--- config.mk ---
export PLATFORM = sky130hd
export DESIGN_NAME = fifo_thresh_flat
export DESIGN_NICKNAME = d
export VERILOG_FILES = /design/src/rtl/fifo_pkg.sv /design/src/rtl/fifo_thresh_if.sv /design/src/rtl/fifo_thresh_mem.sv /design/src/rtl/fifo_thresh.sv /design/src/flat_wrapper.sv
export SDC_FILE = /design/constraint.sdc
export NUM_CORES = 1
export LEC_CHECK = 0
export BUFFER_PORTS_ARGS = -buffer_cell sky130_fd_sc_hd__buf_2
export CELL_PAD_IN_SITES_DETAIL_PLACEMENT = 2
export CELL_PAD_IN_SITES_GLOBAL_PLACEMENT = 2
export CORE_ASPECT_RATIO = 0.7
export CORE_MARGIN = 5
export CORE_UTILIZATION = 38
export CTS_BUF_LIST = sky130_fd_sc_hd__clkbuf_16
export DETAILED_ROUTE_END_ITERATION = 16
export GPL_TIMING_DRIVEN = 0
export PLACE_DENSITY = 0.82
export SLEW_MARGIN = 15
export SYNTH_ARGS = -nofsm -noshare
export SYNTH_HDL_FRONTEND = slang
export SYNTH_SLANG_ARGS = --single-unit
--- constraint.sdc ---
create_clock -name i_clk -period 2.4 [get_ports i_clk]
set_input_delay 0.6 -clock i_clk [delete_from_list [all_inputs] [get_ports i_clk]]
set_output_delay 0.6 -clock i_clk [all_outputs]
set_load 0.05 [all_outputs]
--- src/rtl/fifo_pkg.sv ---
// Shared constants and helpers for the threshold FIFO.
package fifo_pkg;

  localparam int unsigned FIFO_DEF_WORD_LEN = 8;
  localparam int unsigned FIFO_DEF_SIZE     = 8;

  // Ceiling log2; returns 0 for values of 0 or 1.
  function automatic int unsigned clog2(input int unsigned value);
    int unsigned res;
    res = 0;
    for (int unsigned v = (value > 0) ? value - 1 : 0; v > 0; v = v >> 1) begin
      res++;
    end
    return res;
  endfunction

endpackage

--- src/rtl/fifo_thresh_if.sv ---
// en/rdy handshake bundle between producer, FIFO and consumer.
interface fifo_thresh_if #(
  parameter int unsigned p_WORD_LEN = fifo_pkg::FIFO_DEF_WORD_LEN
);

  logic [p_WORD_LEN-1:0] enq_data;
  logic                  enq_en;
  logic                  enq_rdy;
  logic [p_WORD_LEN-1:0] deq_data;
  logic                  deq_en;
  logic                  deq_rdy;

  modport master (
    output enq_data, enq_en, deq_en,
    input  enq_rdy, deq_data, deq_rdy
  );

  modport slave (
    input  enq_data, enq_en, deq_en,
    output enq_rdy, deq_data, deq_rdy
  );

endinterface

--- src/rtl/fifo_thresh_mem.sv ---
// Simple dual-port register array: one synchronous write port, one registered read port.
module fifo_thresh_mem import fifo_pkg::*; #(
  parameter int unsigned p_WORD_LEN  = FIFO_DEF_WORD_LEN,
  parameter int unsigned p_FIFO_SIZE = FIFO_DEF_SIZE
) (
  input  logic                           clk_i,
  input  logic                           rst_i,
  input  logic                           wr_en_i,
  input  logic [clog2(p_FIFO_SIZE)-1:0]  wr_addr_i,
  input  logic [p_WORD_LEN-1:0]          wr_data_i,
  input  logic                           rd_en_i,
  input  logic [clog2(p_FIFO_SIZE)-1:0]  rd_addr_i,
  input  logic                           rd_clr_i,
  output logic [p_WORD_LEN-1:0]          rd_data_o
);

  logic [p_WORD_LEN-1:0] mem_q [p_FIFO_SIZE];
  logic [p_WORD_LEN-1:0] rd_data_q;

  // Storage needs no reset; occupancy is tracked by the pointers.
  always_ff @(posedge clk_i) begin
    if (wr_en_i) begin
      mem_q[wr_addr_i] <= wr_data_i;
    end
  end

  always_ff @(posedge clk_i or posedge rst_i) begin
    if (rst_i) begin
      rd_data_q <= '0;
    end else if (rd_clr_i) begin
      rd_data_q <= '0;
    end else if (rd_en_i) begin
      rd_data_q <= mem_q[rd_addr_i];
    end
  end

  assign rd_data_o = rd_data_q;

endmodule

--- src/rtl/fifo_thresh.sv ---
// Single-clock FIFO with occupancy count, almost-full/empty thresholds and flush.
// Optional sticky overflow/underflow flags are built when FIFO_ERR_FLAG_EN is defined.
module fifo_thresh import fifo_pkg::*; #(
  parameter int unsigned p_WORD_LEN      = FIFO_DEF_WORD_LEN,
  parameter int unsigned p_FIFO_SIZE     = FIFO_DEF_SIZE,
  parameter int unsigned p_AFULL_THRESH  = p_FIFO_SIZE - 2,
  parameter int unsigned p_AEMPTY_THRESH = 2
) (
  input  logic                         i_clk,
  input  logic                         i_rst,
  input  logic                         i_flush,
  fifo_thresh_if.slave                 bus,
  output logic                         o_full,
  output logic                         o_empty,
  output logic                         o_afull,
  output logic                         o_aempty,
  output logic [clog2(p_FIFO_SIZE):0]  o_count,
  output logic                         o_overflow,
  output logic                         o_underflow
);

  localparam int unsigned PtrW = clog2(p_FIFO_SIZE);
  localparam int unsigned CntW = PtrW + 1;

  logic [PtrW-1:0]       wr_ptr_q, wr_ptr_d;
  logic [PtrW-1:0]       rd_ptr_q, rd_ptr_d;
  logic [CntW-1:0]       count_q, count_d;
  logic                  full, empty;
  logic                  enq_acc, deq_acc;
  logic [p_WORD_LEN-1:0] deq_data;

  // Status comes only from registered state, so rdy never depends on en.
  assign full    = (count_q == CntW'(p_FIFO_SIZE));
  assign empty   = (count_q == '0);
  assign enq_acc = bus.enq_en & ~full;
  assign deq_acc = bus.deq_en & ~empty;

  always_comb begin
    wr_ptr_d = wr_ptr_q;
    rd_ptr_d = rd_ptr_q;
    count_d  = count_q;
    if (i_flush) begin
      wr_ptr_d = '0;
      rd_ptr_d = '0;
      count_d  = '0;
    end else begin
      if (enq_acc) wr_ptr_d = wr_ptr_q + PtrW'(1);
      if (deq_acc) rd_ptr_d = rd_ptr_q + PtrW'(1);
      if (enq_acc && !deq_acc) begin
        count_d = count_q + CntW'(1);
      end else if (!enq_acc && deq_acc) begin
        count_d = count_q - CntW'(1);
      end
    end
  end

  always_ff @(posedge i_clk or posedge i_rst) begin
    if (i_rst) begin
      wr_ptr_q <= '0;
      rd_ptr_q <= '0;
      count_q  <= '0;
    end else begin
      wr_ptr_q <= wr_ptr_d;
      rd_ptr_q <= rd_ptr_d;
      count_q  <= count_d;
    end
  end

  fifo_thresh_mem #(
    .p_WORD_LEN  (p_WORD_LEN),
    .p_FIFO_SIZE (p_FIFO_SIZE)
  ) u_mem (
    .clk_i     (i_clk),
    .rst_i     (i_rst),
    .wr_en_i   (enq_acc & ~i_flush),
    .wr_addr_i (wr_ptr_q),
    .wr_data_i (bus.enq_data),
    .rd_en_i   (deq_acc & ~i_flush),
    .rd_addr_i (rd_ptr_q),
    .rd_clr_i  (i_flush),
    .rd_data_o (deq_data)
  );

  assign bus.deq_data = deq_data;
  assign bus.enq_rdy  = ~full;
  assign bus.deq_rdy  = ~empty;
  assign o_full       = full;
  assign o_empty      = empty;
  assign o_afull      = (count_q >= CntW'(p_AFULL_THRESH));
  assign o_aempty     = (count_q <= CntW'(p_AEMPTY_THRESH));
  assign o_count      = count_q;

`ifdef FIFO_ERR_FLAG_EN
  logic overflow_q, underflow_q;

  always_ff @(posedge i_clk or posedge i_rst) begin
    if (i_rst) begin
      overflow_q  <= 1'b0;
      underflow_q <= 1'b0;
    end else if (i_flush) begin
      overflow_q  <= 1'b0;
      underflow_q <= 1'b0;
    end else begin
      if (bus.enq_en && full)  overflow_q  <= 1'b1;
      if (bus.deq_en && empty) underflow_q <= 1'b1;
    end
  end

  assign o_overflow  = overflow_q;
  assign o_underflow = underflow_q;
`else
  assign o_overflow  = 1'b0;
  assign o_underflow = 1'b0;
`endif

endmodule

--- src/flat_wrapper.sv ---
// flat-port wrapper written by rule: the top's interface ports become plain ports
module fifo_thresh_flat import fifo_pkg::*;
#(
  parameter int unsigned p_WORD_LEN      = FIFO_DEF_WORD_LEN,
  parameter int unsigned p_FIFO_SIZE     = FIFO_DEF_SIZE,
  parameter int unsigned p_AFULL_THRESH  = p_FIFO_SIZE - 2,
  parameter int unsigned p_AEMPTY_THRESH = 2
)
  (i_clk, i_rst, i_flush, o_full, o_empty, o_afull, o_aempty, o_count, o_overflow, o_underflow, bus_enq_data, bus_enq_en, bus_deq_en, bus_enq_rdy, bus_deq_data, bus_deq_rdy);
  fifo_thresh_if #(.p_WORD_LEN(p_WORD_LEN)) bus_i ();
  input  logic i_clk;
  input  logic i_rst;
  input  logic i_flush;
  output logic o_full;
  output logic o_empty;
  output logic o_afull;
  output logic o_aempty;
  output logic [clog2(p_FIFO_SIZE):0] o_count;
  output logic o_overflow;
  output logic o_underflow;
  input wire logic [$bits(bus_i.enq_data)-1:0] bus_enq_data;
  input wire logic [$bits(bus_i.enq_en)-1:0] bus_enq_en;
  input wire logic [$bits(bus_i.deq_en)-1:0] bus_deq_en;
  output wire logic [$bits(bus_i.enq_rdy)-1:0] bus_enq_rdy;
  output wire logic [$bits(bus_i.deq_data)-1:0] bus_deq_data;
  output wire logic [$bits(bus_i.deq_rdy)-1:0] bus_deq_rdy;
  assign bus_i.enq_data = bus_enq_data;
  assign bus_i.enq_en = bus_enq_en;
  assign bus_i.deq_en = bus_deq_en;
  assign bus_enq_rdy = bus_i.enq_rdy;
  assign bus_deq_data = bus_i.deq_data;
  assign bus_deq_rdy = bus_i.deq_rdy;
  fifo_thresh #(.p_WORD_LEN(p_WORD_LEN), .p_FIFO_SIZE(p_FIFO_SIZE), .p_AFULL_THRESH(p_AFULL_THRESH), .p_AEMPTY_THRESH(p_AEMPTY_THRESH)) u_core (.i_clk(i_clk), .i_rst(i_rst), .i_flush(i_flush), .bus(bus_i), .o_full(o_full), .o_empty(o_empty), .o_afull(o_afull), .o_aempty(o_aempty), .o_count(o_count), .o_overflow(o_overflow), .o_underflow(o_underflow));
endmodule
==> run_results.csv <==
group,metric,value,unit
critical_path,required,2640,ps
finish,fin_nets,287,
timing,period_minus_slack,2470,ps
clocking,cts-root-buf,"clkbuf_16",
clocking,cts_hold_buf,0,
timing,rsz0062_at_grt,"yes",
critical_path,start_kind,"flop",
power,power_density,1170,mW/mm^2
logic_synthesis,synth_top_area_cell,"edfxtp_1",
logic_synthesis,yosys.area.top_type_share,0.565,
logic_synthesis,seq_area_frac_synth,0.697,
clocking,clock-sinks,82,
timing,tightest_slew,1010,ps
critical_path,startpoint,"u_core.o_count[0]",
power,peakVddDrop,0.000441,V
place,dpl.hpwl,6.06,mm
route,routed_wl,10.0,mm
critical_path,r2r-end,"u_core.o_count[3]",
critical_path,crit_type,"reg -> reg",
timing,fin_setup_tns,-67.2,ps
route,wl_per_cell,25.5,um
timing,fin_ws,-67.2,ps
finish,final_layout_size_suffix_gt1_frac,0.383,
die,fp.coreArea,0.00858,sq mm
flow_run,cap_violations,0,
clocking,cts_inserted_buffers,9,
die,initial_core_util,0.396,
place,placed_cells,361,
logic_synthesis,syn_area_per_cell,16.1,sq um
place,gp_congestion,0.688,
critical_path,r2r_setup_slack,-70,ps
timing,clock_skew,7.33,ps
global_route,grt_max_degree,19,
timing,fin_hold_ws,413,ps
timing,period_share,1.03,
route,drt_iter0_drc,133,
global_route,grt_pass1_wl,15.2,mm
die,dieArea,0.0110,sq mm
global_route,gr-total-overflow,0,
finish,stdcell_count,394,
clocking,clk_latency,340,ps
logic_synthesis,yosys-top-cells-count,"64 x edfxtp_1, 23 x nor2_1, 18 x dfrtp_1",
timing,max_freq,405,MHz
route,num_vias,2116,
die,die-height,89.2,um
logic_synthesis,syn_area,0.00340,sq mm
worst_hold_path,worstHoldPathType,"in -> async",
critical_path,worst-path-max-fanout,7,
route,drcViolationCount,0,
logic_synthesis,synth_area_leaders,"edfxtp_1 56%, dfrtp_1 13%, mux4_2 11%, nor2_1 2.5%, ha_1 1.5%",
clocking,htreeDepth,3,
finish,n_antenna_cell,0,
logic_synthesis,ys_seq_elements,82,
critical_path,crit_path_end,"u_core.o_count[3]",
timing,hold_viol,0,
critical_path,cp-end-kind,"flop",
timing,drv_slew,0,
clocking,path_clk_slew,60,ps
logic_synthesis,synth-edff-count,64,
power,power.leakage,1.57,nW
timing,setup_viol,1,
critical_path,r2r_start,"u_core.o_count[0]",
global_route,grt.total_usage,0.202,
route,ant_nets,0,
logic_synthesis,synth.most_common_cell,"edfxtp_1",
place,port_buffers,29,
die,pin_count,33,
global_route,grt_pass1_vias,2389,
outcome,violations,"negative setup slack",
outcome,status,"finished, violations left",
clocking,cts.path.max_buffers,2,
logic_synthesis,async_reset_ff_frac,0.220,
critical_path,arrival,2700,ps
die,row_count,28,
logic_synthesis,synth_cell_types,34,
timing,slew_headroom,0.321,
clocking,tritoncts,"done",
logic_synthesis,synthFlopType,"edfxtp_1",
finish,area_growth,25.7,%
logic_synthesis,ys.warnings.count,0,
global_route,antenna_found_initial,0,
route,viasPerCell,5.37,
logic_synthesis,synth_cells,211,
route,drt_pass1_iterations,4,
critical_path,reg2reg_depth,7,
die,die_width,123,um
worst max-delay path, cell delays in order, from the launching register on:
cell and delay (ps):
dfrtp_2 450, o41a_1 480, or2_4 290, ha_4 310
nand3_4 90, a21oi_4 170, or4b_4 490, o311ai_4 90
flip-flops by register name, indices dropped and copies added, names as in the netlist:
name                    flops
u_core.u_mem.rd_data_o      8
u_core.u_mem.mem_q         64
u_core.o_count              4
u_core.wr_ptr_q             3
u_core.rd_ptr_q             3
per-stage QoR:
stage | util | instance area [sq um] | worst slack (ps) | power, W
2_1_floorplan | - | 3470 | -168 | 0.00298
3_3_place_gp | 0.439 | 3770 | -418 | 0.00331
3_5_place_dp | 0.440 | 3780 | -387 | 0.00341
4_1_cts | 0.487 | 4180 | -89.8 | 0.00493
5_1_grt | 0.498 | 4280 | -142 | 0.00523
6_report | 0.498 | 4280 | -67.2 | 0.00499
cells by family after synthesis:
kind of cell / Yosys count / synth area share
AO/OA/AOI/OAI: 22 / 0.0452
XOR/XNOR: 5 / 0.0129
adder cells (fa/ha/maj): 5 / 0.0206
buffers and inverters: 21 / 0.0309
flip-flops: 82 / 0.697
multiplexers: 19 / 0.115
other: 1 / 0.00110
AND/OR/NAND/NOR: 56 / 0.0772
layout make-up:
type	count	area, sq um
fillers	799	4310
flip-flops and latches	82	2380
multi-input cells	109	1060
repair buffers	50	323
clock buffers	9	225
well taps	120	150
clock inverters	7	61.3
plain buffers	11	56.3
inverters	6	22.5
where the power goes:
group / internal (W) / total [W] / switching, W
clock network: 0.000794 / 0.00133 / 0.000541
registers: 0.00166 / 0.00176 / 0.000104
logic: 0.000722 / 0.00189 / 0.00117
total: 0.00317 / 0.00499 / 0.00181
routing by layer:
layer | up-vias | GRT usage | routed length [um]
li1 | 922 | - | -
met1 | 1125 | 0.247 | 4120
met2 | 50 | 0.352 | 5260
met3 | 19 | 0.0500 | 457
met4 | 0 | 0.0734 | 214
met5 | - | 0 | 0
cell usage in the layout, fill, tap and decap left out, drive strengths merged:
cell type	n
a21o	1
conb	2
nand3b	1
dfrtp	18
nor3	10
nand2b	3
fa	1
clkbuf	15
a21oi	6
ha	4
clkinvlp	1
o41a	1
or2	2
o311ai	1
o21ai	1
nand3	5
buf	55
bufinv	1
edfxtp	64
nor2	23
nor4	2
a211oi	3
mux2i	3
o22ai	8
clkinv	2
inv	9
o311a	1
mux4	16
xnor2	3
nand2	8
xor2	2
or4b	2
how the worst min path moves through the flow:
stage	cells after the start	startpoint	slack [ps]	end
2_1_floorplan	2	u_core.rd_ptr_q[2]	520	u_core.rd_ptr_q[2]
3_3_place_gp	2	u_core.rd_ptr_q[2]	540	u_core.rd_ptr_q[2]
3_5_place_dp	2	u_core.u_mem.rd_data_o[3]	550	u_core.u_mem.rd_data_o[3]
4_1_cts	2	i_rst	420	u_core.u_mem.rd_data_o[7]
5_1_grt	2	i_rst	500	u_core.o_count[3]
6_report	2	i_rst	410	u_core.u_mem.rd_data_o[3]
what timing repair did:
item	CTS	global route
setup buffers	12	9
gates resized for setup	12	7
pin swaps	6	5
endpoints found under the setup margin	37	3
Note: power is estimated with default switching activity, not from simulation.
